==> config.mk <==
export PLATFORM = sky130hd
export DESIGN_NAME = core_run_monitor
export DESIGN_NICKNAME = d
export VERILOG_FILES = /design/src/rtl/core_run_monitor.sv
export SDC_FILE = /design/constraint.sdc
export NUM_CORES = 1
export LEC_CHECK = 0
export CORE_UTILIZATION = 52
export DETAILED_ROUTE_END_ITERATION = 10
export GPL_TIMING_DRIVEN = 0
export PLACE_DENSITY = 0.8
export REMOVE_ABC_BUFFERS = 1
export SYNTH_ARGS = -nofsm -noshare
export SYNTH_HDL_FRONTEND = slang
export SYNTH_SLANG_ARGS = --single-unit
==> constraint.sdc <==
create_clock -name clk -period 2.6 [get_ports clk]
set_input_delay 0.52 -clock clk [delete_from_list [all_inputs] [get_ports clk]]
set_output_delay 0.52 -clock clk [all_outputs]
set_load 0.05 [all_outputs]
==> src/rtl/core_run_monitor.sv <==
// Run controller and health monitor for NUM_CH debug-traced cores.
// Optional periodic log strobe is enabled by defining RUN_MON_LOG_EN.
module core_run_monitor #(
  parameter int NUM_CH     = 1,
  parameter int ADDR_W     = 32,
  parameter int XLEN       = 32,
  parameter int CNT_W      = 32,
  parameter int MAX_CYCLES = 2000,
  parameter int HALT_CYC   = 4,
  parameter logic [XLEN-1:0] PASS_VAL = 1,
  parameter int LOG_PERIOD = 50
) (
  input  logic                     clk,
  input  logic                     rst_n,
  input  logic                     start,
  input  logic [NUM_CH*ADDR_W-1:0] pc_in,
  input  logic [NUM_CH*XLEN-1:0]   x1_in,
  output logic                     busy,
  output logic                     done,
  output logic                     pass,
  output logic [1:0]               fail_code,
  output logic [2:0]               fail_ch,
  output logic [NUM_CH-1:0]        halted,
  output logic [CNT_W-1:0]         cycles,
  output logic                     log_stb
);

  localparam int SW = $clog2(HALT_CYC + 1);
  localparam logic [SW-1:0] HMAX = SW'(HALT_CYC);
  localparam logic [CNT_W-1:0] LAST = CNT_W'(MAX_CYCLES - 1);

  typedef enum logic [1:0] {
    S_IDLE,
    S_RUN,
    S_DONE
  } state_t;

  state_t state_q, state_d;

  logic              armed_q;
  logic              go;
  logic              term;
  logic [1:0]        code_d;
  logic [2:0]        ch_d;
  logic              pass_d;
  logic [2:0]        mis_ch;
  logic [2:0]        bad_ch;

  logic [ADDR_W-1:0] pc_c       [NUM_CH];
  logic [XLEN-1:0]   x1_c       [NUM_CH];
  logic [ADDR_W-1:0] prev_pc_q  [NUM_CH];
  logic [XLEN-1:0]   x1_q       [NUM_CH];
  logic [SW-1:0]     stall_q    [NUM_CH];
  logic [SW-1:0]     stall_d    [NUM_CH];

  logic [NUM_CH-1:0] prev_valid_q;
  logic [NUM_CH-1:0] halted_q;
  logic [NUM_CH-1:0] halted_d;
  logic [NUM_CH-1:0] halt_now;
  logic [NUM_CH-1:0] mis;
  logic [NUM_CH-1:0] bad_x1;

  logic [CNT_W-1:0]  cycles_q;
  logic [1:0]        fail_code_q;
  logic [2:0]        fail_ch_q;
  logic              pass_q;

  // start is only honoured once a clock edge has passed since reset release
  assign go = start && armed_q;

  always_comb begin
    mis_ch = '0;
    bad_ch = '0;
    for (int i = 0; i < NUM_CH; i++) begin
      pc_c[i]  = pc_in[i*ADDR_W +: ADDR_W];
      x1_c[i]  = x1_in[i*XLEN +: XLEN];
      stall_d[i] = '0;
      if (prev_valid_q[i] && pc_c[i] == prev_pc_q[i])
        stall_d[i] = (stall_q[i] == HMAX) ? HMAX : stall_q[i] + 1'b1;
      halt_now[i] = (stall_d[i] == HMAX);
      mis[i]      = (pc_c[i][1:0] != 2'b00);
      bad_x1[i]   = (halted_q[i] ? x1_q[i] : x1_c[i]) != PASS_VAL;
    end
    halted_d = halted_q | halt_now;
    for (int i = NUM_CH - 1; i >= 0; i--) begin
      if (mis[i])    mis_ch = 3'(i);
      if (bad_x1[i]) bad_ch = 3'(i);
    end
  end

  always_comb begin
    term   = 1'b0;
    code_d = 2'd0;
    ch_d   = '0;
    pass_d = 1'b0;
    if (|mis) begin
      term   = 1'b1;
      code_d = 2'd1;
      ch_d   = mis_ch;
    end else if (&halted_d) begin
      term = 1'b1;
      if (|bad_x1) begin
        code_d = 2'd2;
        ch_d   = bad_ch;
      end else begin
        pass_d = 1'b1;
      end
    end else if (cycles_q == LAST) begin
      term   = 1'b1;
      code_d = 2'd3;
    end
  end

  always_comb begin
    state_d = state_q;
    unique case (state_q)
      S_IDLE:  if (go)   state_d = S_RUN;
      S_RUN:   if (term) state_d = S_DONE;
      S_DONE:  if (go)   state_d = S_RUN;
      default:           state_d = S_IDLE;
    endcase
  end

  always_ff @(posedge clk or negedge rst_n) begin
    if (!rst_n) begin
      state_q <= S_IDLE;
      armed_q <= 1'b0;
    end else begin
      state_q <= state_d;
      armed_q <= 1'b1;
    end
  end

  always_ff @(posedge clk or negedge rst_n) begin
    if (!rst_n) begin
      cycles_q     <= '0;
      prev_valid_q <= '0;
      halted_q     <= '0;
      fail_code_q  <= '0;
      fail_ch_q    <= '0;
      pass_q       <= 1'b0;
      for (int i = 0; i < NUM_CH; i++) begin
        prev_pc_q[i] <= '0;
        x1_q[i]      <= '0;
        stall_q[i]   <= '0;
      end
    end else if (state_q != S_RUN && go) begin
      cycles_q     <= '0;
      prev_valid_q <= '0;
      halted_q     <= '0;
      fail_code_q  <= '0;
      fail_ch_q    <= '0;
      pass_q       <= 1'b0;
      for (int i = 0; i < NUM_CH; i++)
        stall_q[i] <= '0;
    end else if (state_q == S_RUN) begin
      if (cycles_q != '1)
        cycles_q <= cycles_q + 1'b1;
      prev_valid_q <= '1;
      halted_q     <= halted_d;
      for (int i = 0; i < NUM_CH; i++) begin
        prev_pc_q[i] <= pc_c[i];
        stall_q[i]   <= stall_d[i];
        if (halt_now[i] && !halted_q[i])
          x1_q[i] <= x1_c[i];
      end
      if (term) begin
        fail_code_q <= code_d;
        fail_ch_q   <= ch_d;
        pass_q      <= pass_d;
      end
    end
  end

  assign busy      = (state_q == S_RUN);
  assign done      = (state_q == S_DONE);
  assign pass      = pass_q;
  assign fail_code = fail_code_q;
  assign fail_ch   = fail_ch_q;
  assign halted    = halted_q;
  assign cycles    = cycles_q;

`ifdef RUN_MON_LOG_EN
  localparam int LW = $clog2(LOG_PERIOD + 1);
  localparam logic [LW-1:0] LMAX = LW'(LOG_PERIOD - 1);

  // Tracks cycles % LOG_PERIOD without a divider
  logic [LW-1:0] log_cnt_q;

  always_ff @(posedge clk or negedge rst_n) begin
    if (!rst_n)
      log_cnt_q <= '0;
    else if (state_q != S_RUN && go)
      log_cnt_q <= '0;
    else if (state_q == S_RUN)
      log_cnt_q <= (log_cnt_q == LMAX) ? '0 : log_cnt_q + 1'b1;
  end

  assign log_stb = (state_q == S_RUN) && (log_cnt_q == '0);

`ifdef SIM
  always_ff @(posedge clk) begin
    if (log_stb) begin
      $display("[%0t] run_mon cycles=%0d", $time, cycles_q);
      for (int i = 0; i < NUM_CH; i++)
        $display("  ch%0d pc=%h x1=%h", i, pc_c[i], x1_c[i]);
    end
  end
`endif
`else
  logic unused_log;
  assign unused_log = (LOG_PERIOD == 0);
  assign log_stb    = 1'b0;
`endif

endmodule

## After elaboration in Yosys (flattened, before gate mapping)

Index checks and enable logic that the tools add are counted.

| storage, ports and cells | value |
|---|---|
| output and inout port bits | 42 |
| flip-flop bits (word level) | 110 |

| operators by class | value |
|---|---|
| reductions and logical operators | 16 |
| bitwise gates (word level) | 2 |
| $add $sub $neg | 2 |
| eq/ne operators | 11 |
| multiplexer cells | 34 |

Operators with widths:

| operator | count |
|---|---|
| $mux 32 | 4 |
| $add 32x1->32 const B | 1 |
| $eq 32x11->1 const B | 1 |
| $eq 32x32->1 | 1 |
| $ne 32x1->1 const B | 1 |
| $ne 32x32->1 const B | 1 |
| $mux 3 | 7 |
| $mux 2 | 9 |
| $mux 1 | 13 |
| $reduce_and 2->1 | 4 |
| $reduce_bool 2->1 | 4 |
| $eq 3x3->1 const B | 2 |
| $ne 2x1->1 const B | 3 |
| $logic_and 1x1->1 | 4 |
| $pmux 2 s2 | 1 |
| $add 3x1->3 const B | 1 |
| $reduce_and 3->1 | 1 |
| $eq 2x1->1 const B | 1 |
| $eq 2x2->1 const B | 1 |
| $logic_not 2->1 | 1 |
| $reduce_or 2->1 | 1 |
| $logic_not 1->1 | 1 |
| $not 1->1 | 1 |
| $or 1x1->1 | 1 |

## Logic depth before layout (Yosys ltp)

Gate-level depths: netlist of run 1.

| logic depth | value |
|---|---|
| depth after elaboration | 10 |
| depth in mapped cells | 9 |

## Least setup slack after synthesis of run 1

Ideal clock, no wire load.

| timing | value |
|---|---|
| kind | register -> register |
| start | register cycles_q[0], in the netlist cycles[0] |
| end | register cycles_q[22], in the netlist cycles[22] |
| setup time | 0.157 ns |
| data required time | 2.443 ns |
| path slack | 0.354 ns |
| cell stages (with the launch flop) | 10 |
| buffers on the path | 2 |
| arrival time | 2.089 ns |
| cells stage by stage | dfrtp_1 > ha_1 > nand3_1 > nor3_1 > and4_1 > buf_2 > nor2_1 > buf_2 > a41oi_1 > a31oi_1 |

| between the ends | value |
|---|---|
| word-level cells in the longest chain between the ends | 4 |
| elaborated cells between the ends (all ways) | 7 |

Ends and longest elaborated chain:

| what | RTL line | RTL |
|---|---|---|
| from (decl) | 63 | `logic [CNT_W-1:0] cycles_q;` |
| from (signal assigned) | 158 | `cycles_q <= cycles_q + 1'b1;` |
| $add 32x1->32 | 158 |  |
| $mux 32 | 157 | `if (cycles_q != '1)` |
| $mux 32 | 156 | `end else if (state_q == S_RUN) begin` |
| $mux 32 | 147 | `end else if (state_q != S_RUN && go) begin` |

Parallel ways exist; a longest one is shown, timed or not. The select of a mux whose other input is x is not followed.
A chain may end at the register's enable or synchronous reset.

## Worst setup path in the final report of run 1

| timing | value |
|---|---|
| start | register state_q[0] |
| end | output busy |

| between the ends | value |
|---|---|
| word-level cells in the longest chain between the ends | 1 |

Ends and longest elaborated chain:

| what | RTL line | RTL |
|---|---|---|
| from (decl) | 38 | `state_t state_q, state_d;` |
| from (signal assigned) | 129 | `state_q <= state_d;` |
| $eq 2x1->1 | 175 | `assign busy = (state_q == S_RUN);` |
| to (decl) | 18 | `output logic busy,` |

No other way between the ends.

==> results of run 1 <==
layout make-up:
class | count | area (sq um) | share of cell area [%]
repair inverters | 2 | 10.0 | 0.142
multi-input cells | 454 | 2840 | 40.3
clock buffers | 11 | 141 | 2.00
clock inverters | 4 | 75.1 | 1.06
well taps | 136 | 170 | 2.41
repair buffers | 108 | 1090 | 15.5
flip-flops and latches | 107 | 2680 | 38.0
inverters | 10 | 41.3 | 0.586
power by group through the flow:
stage	Clock (mW)	Combinational, mW	Sequential [mW]
6_report	1.12	1.50	2.27
2_1_floorplan	0	0.673	2.50
5_1_grt	1.20	1.62	2.30
3_5_place_dp	0	1.47	2.28
4_1_cts	1.13	1.49	2.26
3_3_place_gp	0	1.43	2.26
per-stage QoR:
stage	setup slack, ns	setup TNS (ns)	hold WS [ns]	area, sq um
2_1_floorplan	-0.188	-2.42	0.224	5530
3_3_place_gp	-2.96	-342.05	0.467	6740
3_5_place_dp	-0.719	-20.03	0.478	6780
4_1_cts	-0.00671	-0.00671	0.169	7030
5_1_grt	0.0383	0	0.186	7050
6_report	0.130	0	0.151	7050
routing by layer:
layer	GRT usage [%]	vias up	part of all wire, %
li1	-	2318	-
met1	33.8	2419	42
met2	44.0	199	50
met3	4.90	28	6.3
met4	8.51	0	1.8
met5	0	-	0
state kept, by name, indices dropped and copies added (netlist names):
signal	cells
stall_q	3
halted	1
armed_q	1
x1_q	32
pass	1
cycles	32
fail_code	2
prev_valid_q	1
prev_pc_q	32
state_q	2
worst max-delay path, cell delays in order (launching register included):
cell and delay [ns]:
dfrtp_1 0.46, nand2b_4 0.35, clkinvlp_4 0.28, dlygate4sd2_1 0.48
what timing repair did:
item | CTS | global route
resized for setup | 4 | 2
gates cloned | 3 | 0
endpoints found under the setup margin | 59 | 34
buffers inserted | 0 | 2
layout by cell type (no fill, tap or decap), drive strengths merged, types with 2 or more instances in the layout:
cell / count
clkinvlp: 5
a2111oi: 2
inv: 9
clkbuf: 11
nor2: 32
a21oi: 19
o211ai: 3
nor4: 32
nand2: 125
o31ai: 2
dfrtp: 107
nor3: 15
a22o: 2
o21ai: 27
nor2b: 10
conb: 5
xnor2: 22
o2111ai: 2
nand2b: 7
clkdlybuf4s50: 102
ha: 3
or3: 7
and4: 4
and3: 8
nor4b: 2
buf: 5
nand3: 23
a31oi: 17
a41oi: 2
nand4: 26
xor2: 6
or2: 2
o32ai: 2
bufinv: 2
mux2: 33
how the worst min path moves through the flow:
stage	startpoint	end	slack, ns	cells past startpoint
6_report	rst_n	prev_pc_q[31]$_DFFE_PN0P_	0.15	1
3_5_place_dp	prev_pc_q[20]$_DFFE_PN0P_	prev_pc_q[20]$_DFFE_PN0P_	0.48	2
5_1_grt	rst_n	prev_pc_q[31]$_DFFE_PN0P_	0.19	1
2_1_floorplan	rst_n	armed_q$_DFF_PN0_	0.22	0
4_1_cts	rst_n	prev_pc_q[11]$_DFFE_PN0P_	0.17	1
3_3_place_gp	prev_pc_q[4]$_DFFE_PN0P_	prev_pc_q[4]$_DFFE_PN0P_	0.47	2
kinds of logic after synthesis:
| kind of cell | count (synthesis) | synth area share, % |
|---|---|---|
| other cells | 2 | 0.132 |
| compound gates | 87 | 9.77 |
| xor+xnor | 28 | 4.32 |
| buf+inv | 38 | 3.40 |
| flops | 107 | 47.2 |
| simple gates | 296 | 25.8 |
| fa+ha+maj | 3 | 0.662 |
| mux | 34 | 8.71 |
==> flow_summary.yaml, run 1 <==
floorplanning:
  row_count: 37
  die_h_um: 106
  core_sq_um: 10500
  io_pins: 109
  dieWidth_um: 106
  fp.dieArea_sq_um: 11300
  start_util_pct: 54.2
synth:
  synth.avg_cell_area_sq_um: 9.54
  ys_top_cells_by_count: "nand2_1, dfrtp_1, nor2_1, nor4_1, mux2_4"
  synth-edff-count: 0
  syn-instance-count: 595
  yosysUniqueCellTypes: 57
  ys_ff_latch: 107
  synthArstFlopShare_pct: 100
  ys_seq_area_share_pct: 47.2
  synthTopCellsByArea: "dfrtp_1, nand2_1, mux2_4"
  synth_ff_type: "dfrtp_1"
  netlist_area_sq_um: 5670
  synth_most_common_cell: "nand2_1"
  synth_top_area_cell: "dfrtp_1"
  synth_top_area_share_pct: 47.2
  ys_warn_count: 0
timing:
  slew_viol_final: 0
  relSlewSlack_pct: 51.1
  fmax_mhz: 405
  period_needed_ns: 2.47
  worst_pin_slew_ns: 0.729
  hold_violations: 0
  setup_viol: 0
  skew_ns: 0.0156
  rsz0062_at_grt: "no"
  fin_crit_sh_pct: 95.0
grt:
  grt_max_degree: 62
  grt_usage_pct: 26.1
  overflow: 0
  grt_first_pass_wirelength_um: 23500
  grt_pass1_vias: 4890
  antenna_found_initial: 0
critical_path:
  rrSetupSlack_ns: 0.16
  r2r_end: "x1_q[25]$_DFFE_PN0P_"
  cp-start-kind: "register"
  path_max_fanout: 27
  reg2reg_from: "state_q[1]$_DFFE_PN0P_"
  cp_data_arrival_time_ns: 1.95
  reg2reg_depth: 6
  worstSetupStartpoint: "state_q[0]$_DFFE_PN0P_"
  crit_path_end_kind: "output pin"
  critPathKind: "reg -> out"
  critPathCapture: "busy"
  cp.required_ns: 2.08
pwr:
  combPwrFrac_pct: 30.7
  power.total_mw: 4.88
  power_switching_mw: 1.78
  ir_drop_mv: 0.545
  power.share.clock_pct: 22.9
  internal_power_mw: 3.10
  p_leak_nw: 3.06
  cellPowerDensity_nw_per_um2: 692
  pwr-share-seq_pct: 46.4
  netSwitchingFraction_pct: 36.5
final_layout:
  antenna_cells_inserted: 0
  final_nets: 762
  area_growth_pct: 24.3
  final_core_util_pct: 67.4
  fillCellCount: 844
  drive_above_1_share_pct: 10.2
  final_cells: 832
cts:
  cts_num_sinks: 107
  clk_latency_ns: 0.38
  cts_max_path_buffers: 2
  cts-htree-levels: 3
  tritoncts: "yes"
  cts.clk_slew.worst_paths_ns: 0.10
  cts_root_buffer: "clkbuf_8"
  postCtsHoldBufs: 0
  cts_made_buffers: 9
worst_hold_path:
  hold_class: "in -> async"
run:
  maxCapViolations: 0
drt:
  vias_per_cell: 5.97
  post_drt_wl_per_cell_um: 17.2
  wirelength_um: 14300
  antenna_left: 0
  drt_iter0_drc: 331
  drc: 0
  num_vias: 4964
  first_pass_iters: 5
placed_design:
  hpwl_um: 9980
  gp_congestion: 0.847
  port_buffers: 104
  dp_cells: 812
status:
  outcome: "complete, no violations"
Note: power is estimated with default switching activity, not from simulation.
==> inputs of run 2 (changes only) <==
--- a/config.mk
+++ b/config.mk
@@ -5,10 +5,11 @@
 export SDC_FILE = /design/constraint.sdc
 export NUM_CORES = 1
 export LEC_CHECK = 0
-export CORE_UTILIZATION = 52
+export CORE_UTILIZATION = 51
+export CTS_BUF_LIST = sky130_fd_sc_hd__clkbuf_16
 export DETAILED_ROUTE_END_ITERATION = 10
 export GPL_TIMING_DRIVEN = 0
-export PLACE_DENSITY = 0.8
+export PLACE_DENSITY = 0.79
 export REMOVE_ABC_BUFFERS = 1
 export SYNTH_ARGS = -nofsm -noshare
 export SYNTH_HDL_FRONTEND = slang
==> flow_summary.yaml, run 2 (synthesis gave the netlist of run 1 again) <==
status:
  outcome: "complete, no violations"
critical_path:
  critPathCapture: "fail_code[1]$_DFFE_PN0P_"
  crit_buf_inv: 1
  cp.required_ns: 2.84
  reg2reg_from: "state_q[0]$_DFFE_PN0P_"
  cp_slowest_cell: "clkdlybuf4s50_1"
  rrSetupSlack_ns: 0.15
  reg2reg_depth: 6
  cp_slowest_stage_delay_ns: 0.48
  critPathKind: "in -> reg"
  crit_top_cell: "nand4_1"
  path_cells: "clkdlybuf4s50_1 > xnor2_1 > nand4_1 > nor4_1 > nand4_1 > o21ai_1 > mux2_2"
  cp_data_arrival_time_ns: 2.71
  cp_num_cells: 7
  cp-start-kind: "input port"
  path_max_fanout: 4
  crit_path_end_kind: "register"
  critPathTopFamily: "simple AND/OR/NAND/NOR gates"
  r2r_end: "x1_q[25]$_DFFE_PN0P_"
  worstSetupStartpoint: "pc_in[0]"
timing:
  slew_viol_final: 0
  worst_pin_slew_ns: 0.756
  fin_crit_sh_pct: 94.8
  period_needed_ns: 2.47
  hold_violations: 0
  skew_ns: 0.00951
  setup_viol: 0
  rsz0062_at_grt: "no"
  fmax_mhz: 406
  fin_setup_tns_ns: 0
  relSlewSlack_pct: 49.3
  setup_ws_ns: 0.134
final_layout:
  fillCellCount: 859
  seq_area_sq_um: 2680
  antenna_cells_inserted: 0
  final_cells: 836
  multi_input_area_sq_um: 2850
  layout_common_cells: "nand2_1, dfrtp_1, clkdlybuf4s50_1, nor4_1"
  final_nets: 761
  layout_commonest_cell: "nand2_1"
  area_growth_pct: 26.5
  drive_above_1_share_pct: 10.2
cts:
  cts_max_path_buffers: 2
  clk_latency_ns: 0.36
  cts.clk_slew.worst_paths_ns: 0.07
  tritoncts: "yes"
  cts-htree-levels: 3
  postCtsHoldBufs: 0
  cts_num_sinks: 107
  cts_root_buffer: "clkbuf_16"
  cts_made_buffers: 9
floorplanning:
  dieWidth_um: 107
  start_util_pct: 52.3
  row_count: 38
  die_h_um: 107
  core_sq_um: 10800
  io_pins: 109
  fp.dieArea_sq_um: 11600
placed_design:
  dp_slack_ns: -0.753
  gp_congestion: 0.894
  dp_cells: 816
  hpwl_um: 10100
  port_buffers: 104
pwr:
  ir_drop_mv: 0.517
  p_leak_nw: 3.12
  cellPowerDensity_nw_per_um2: 743
grt:
  grt_first_pass_wirelength_um: 24400
  antenna_found_initial: 0
  grt_max_degree: 66
  overflow: 0
  grt_pass1_vias: 5064
  grt_usage_pct: 27.1
drt:
  drt_iter0_drc: 393
  num_vias: 5032
  vias_per_cell: 6.02
  drc: 0
  antenna_left: 0
  first_pass_iters: 5
  wirelength_um: 14800
  post_drt_wl_per_cell_um: 17.7
worst_hold_path:
  hold_class: "in -> async"
run:
  maxCapViolations: 0
-- run 2: cell types whose count changed in the layout (fill, tap and decap cells not counted), sizes merged --
cell and change:
buf -1, clkbuf -2, inv +1, clkinv +1, bufinv +1
-- run 2: worst register-to-register path: stages (launching register included) --
cell and delay, ns:
dfrtp_1 0.47, nand2b_4 0.26, a2111oi_2 0.40, and4_1 0.26, and4_4 0.31, nand2_8 0.23
mux2_4 0.39
-- run 2: area by class of cell --
cell class / instances / area share (%)
tap: 140 / 2.44
multi-input combinational: 454 / 39.6
timing repair buffer: 107 / 15.1
clock buffer: 9 / 3.14
sequential: 107 / 37.3
inverter: 10 / 0.575
clock inverter: 7 / 1.64
timing repair inverter: 2 / 0.139
-- run 2: through the flow --
step                util, %  instance area, sq um  hold WS, ns  power, mW
finish                 66.2                  7180        0.161       5.33
global route           66.2                  7180        0.195       5.59
CTS                    66.0                  7160        0.170       5.34
detailed placement     62.6                  6790        0.482       3.75
global placement       62.2                  6750        0.473       3.69
floorplan                 -                  5530        0.224       3.17
-- run 2: worst min path at each step --
stage,cells after the start,endpoint,slack (ns)
floorplan,0,armed_q$_DFF_PN0_,0.22
global placement,2,prev_pc_q[4]$_DFFE_PN0P_,0.47
global route,1,prev_pc_q[20]$_DFFE_PN0P_,0.20
CTS,1,prev_pc_q[25]$_DFFE_PN0P_,0.17
detailed placement,2,prev_pc_q[6]$_DFFE_PN0P_,0.48
finish,1,prev_pc_q[25]$_DFFE_PN0P_,0.16
-- run 2: repair_timing --
action / 4_1_cts / 5_1_grt
resized for setup: 4 / 3
endpoints found under the setup margin: 59 / 34
buffers inserted: 0 / 1
gates cloned: 3 / 0
endpoints found under the hold margin: 0 / 0
-- run 2: layer usage --
layer	global-route usage [%]	part of all wire, %	wire length, um	up-vias
met5	0	0	0	-
met4	9.39	2.5	368	0
met3	6.17	6.2	912	38
met2	45.5	49	7250	195
met1	34.2	42	6300	2479
li1	-	-	-	2320
-- run 2: power breakdown --
part           total, mW  internal [mW]  leakage, nW  switching (mW)
registers           2.26           1.94         1.42           0.319
logic               1.50          0.592         1.53           0.908
clock network       1.57          0.940        0.163           0.632
total               5.33           3.47         3.12            1.86
==> inputs of run 3 (changes only) <==
--- a/config.mk
+++ b/config.mk
@@ -5,6 +5,7 @@
 export SDC_FILE = /design/constraint.sdc
 export NUM_CORES = 1
 export LEC_CHECK = 0
+export CORE_MARGIN = 4
 export CORE_UTILIZATION = 51
 export CTS_BUF_LIST = sky130_fd_sc_hd__clkbuf_16
 export DETAILED_ROUTE_END_ITERATION = 10
==> flow_summary.yaml, run 3 (synthesis gave the netlist of run 1 again) <==
pwr:
  power.share.clock_pct: 25.2
  internal_power_mw: 3.19
  netSwitchingFraction_pct: 36.9
  power_switching_mw: 1.86
  p_leak_nw: 3.10
  ir_drop_mv: 0.487
  pwr-share-seq_pct: 44.9
  combPwrFrac_pct: 29.9
  cellPowerDensity_nw_per_um2: 708
cts:
  cts_root_buffer: "clkbuf_16"
  clk_latency_ns: 0.36
  postCtsHoldBufs: 0
  cts_made_buffers: 9
  tritoncts: "yes"
  cts_max_path_buffers: 2
  cts.clk_slew.worst_paths_ns: 0.07
  cts_num_sinks: 107
  cts-htree-levels: 3
critical_path:
  path_max_fanout: 27
  cp-start-kind: "register"
  cp_data_arrival_time_ns: 1.95
  crit_path_end_kind: "output pin"
  critPathKind: "reg -> out"
  cp.required_ns: 2.08
timing:
  setup_viol: 0
  setup_ws_ns: 0.131
  hold_violations: 0
  worst_pin_slew_ns: 0.794
  rsz0062_at_grt: "no"
  relSlewSlack_pct: 47.1
  fin_crit_sh_pct: 95.0
  period_needed_ns: 2.47
  slew_viol_final: 0
  skew_ns: 0.00804
  fmax_mhz: 405
grt:
  grt_usage_pct: 23.8
  antenna_found_initial: 0
  grt_pass1_vias: 4999
  grt_max_degree: 60
  overflow: 0
  grt_first_pass_wirelength_um: 24800
floorplanning:
  io_pins: 109
  fp.dieArea_sq_um: 12900
  die_h_um: 113
  start_util_pct: 52.1
  core_sq_um: 10900
  row_count: 38
  dieWidth_um: 113
placed_design:
  gp_congestion: 0.884
  hpwl_um: 10200
  dp_cells: 816
  dp_slack_ns: -0.841
  port_buffers: 104
drt:
  first_pass_iters: 5
  drt_iter0_drc: 452
  vias_per_cell: 5.99
  post_drt_wl_per_cell_um: 17.8
  antenna_left: 0
  drc: 0
  wirelength_um: 14900
  num_vias: 5022
final_layout:
  final_nets: 764
  final_core_util_pct: 65.5
  area_growth_pct: 25.7
  final_cells: 839
  seq_area_sq_um: 2680
  fillCellCount: 872
  antenna_cells_inserted: 0
  multi_input_area_sq_um: 2850
  drive_above_1_share_pct: 10.6
  layout_commonest_cell: "nand2_1"
  layout_common_cells: "nand2_1, dfrtp_1, clkdlybuf4s50_1, nor4_1"
status:
  outcome: "complete, no violations"
run:
  maxCapViolations: 0
worst_hold_path:
  hold_class: "in -> async"
==> run 3: final timing paths <==
check                                            end  slack [ns]                      start  cells past startpoint
setup / recovery                                busy        0.13     state_q[0]$_DFFE_PN0P_                      3
setup reg to reg              cycles[19]$_DFFE_PN0P_        0.14      cycles[0]$_DFFE_PN0P_                      7
max in group asynchronous       x1_q[25]$_DFFE_PN0P_        1.70                      rst_n                      2
min in group clk           prev_pc_q[20]$_DFFE_PN0P_        0.50  prev_pc_q[20]$_DFFE_PN0P_                      2
hold / removal             prev_pc_q[11]$_DFFE_PN0P_        0.19                      rst_n                      1
hold reg to reg            prev_pc_q[20]$_DFFE_PN0P_        0.50  prev_pc_q[20]$_DFFE_PN0P_                      2
==> run 3: routing by layer <==
metal  vias to the layer above  wire, um  part of all wire [%]  global-route usage [%]
met1                      2435      6440                    43                    32.5
met2                       208      7120                    48                    37.5
met4                         0       389                   2.6                    8.33
met5                         -         0                     0                       0
met3                        42       991                   6.6                    5.46
li1                       2337         -                     -                       -
==> run 3: what timing repair did <==
item	4_1_cts	5_1_grt
cloned	3	0
endpoints found under the hold margin	0	0
buffers inserted	0	4
endpoints found under the setup margin	59	34
resized for setup	4	3
==> run 3: layout make-up <==
cell class | instances | area share [%]
Clock inverter | 7 | 0.632
Multi-Input combinational cell | 454 | 39.9
Inverter | 10 | 0.579
Sequential cell | 107 | 37.6
Timing Repair inverter | 2 | 0.140
Clock buffer | 9 | 3.16
Timing Repair Buffer | 110 | 15.6
Tap cell | 140 | 2.46
==> run 3: critical path, cell delays in order (launching register included) <==
cell and delay, ns:
dfrtp_1 0.47, nand2b_4 0.35, clkinvlp_4 0.29, dlygate4sd2_1 0.49
==> run 3: through the flow <==
stage          TNS (ns)  instance area, sq um  total power, mW  hold WS [ns]
3_3_place_gp    -344.40                  6750             3.70         0.470
2_1_floorplan     -2.42                  5530             3.17         0.224
3_5_place_dp     -24.21                  6790             3.76         0.478
4_1_cts        -0.00683                  7090             5.04         0.218
6_report              0                  7130             5.05         0.190
5_1_grt               0                  7130             5.29         0.236
==> run 3: power groups by stage <==
stage               sequential (mW)  combinational (mW)  clock, mW
floorplan                      2.50               0.673          0
global placement               2.26                1.44          0
detailed placement             2.28                1.48          0
CTS                            2.25                1.50       1.29
global route                   2.30                1.64       1.36
finish                         2.26                1.51       1.27
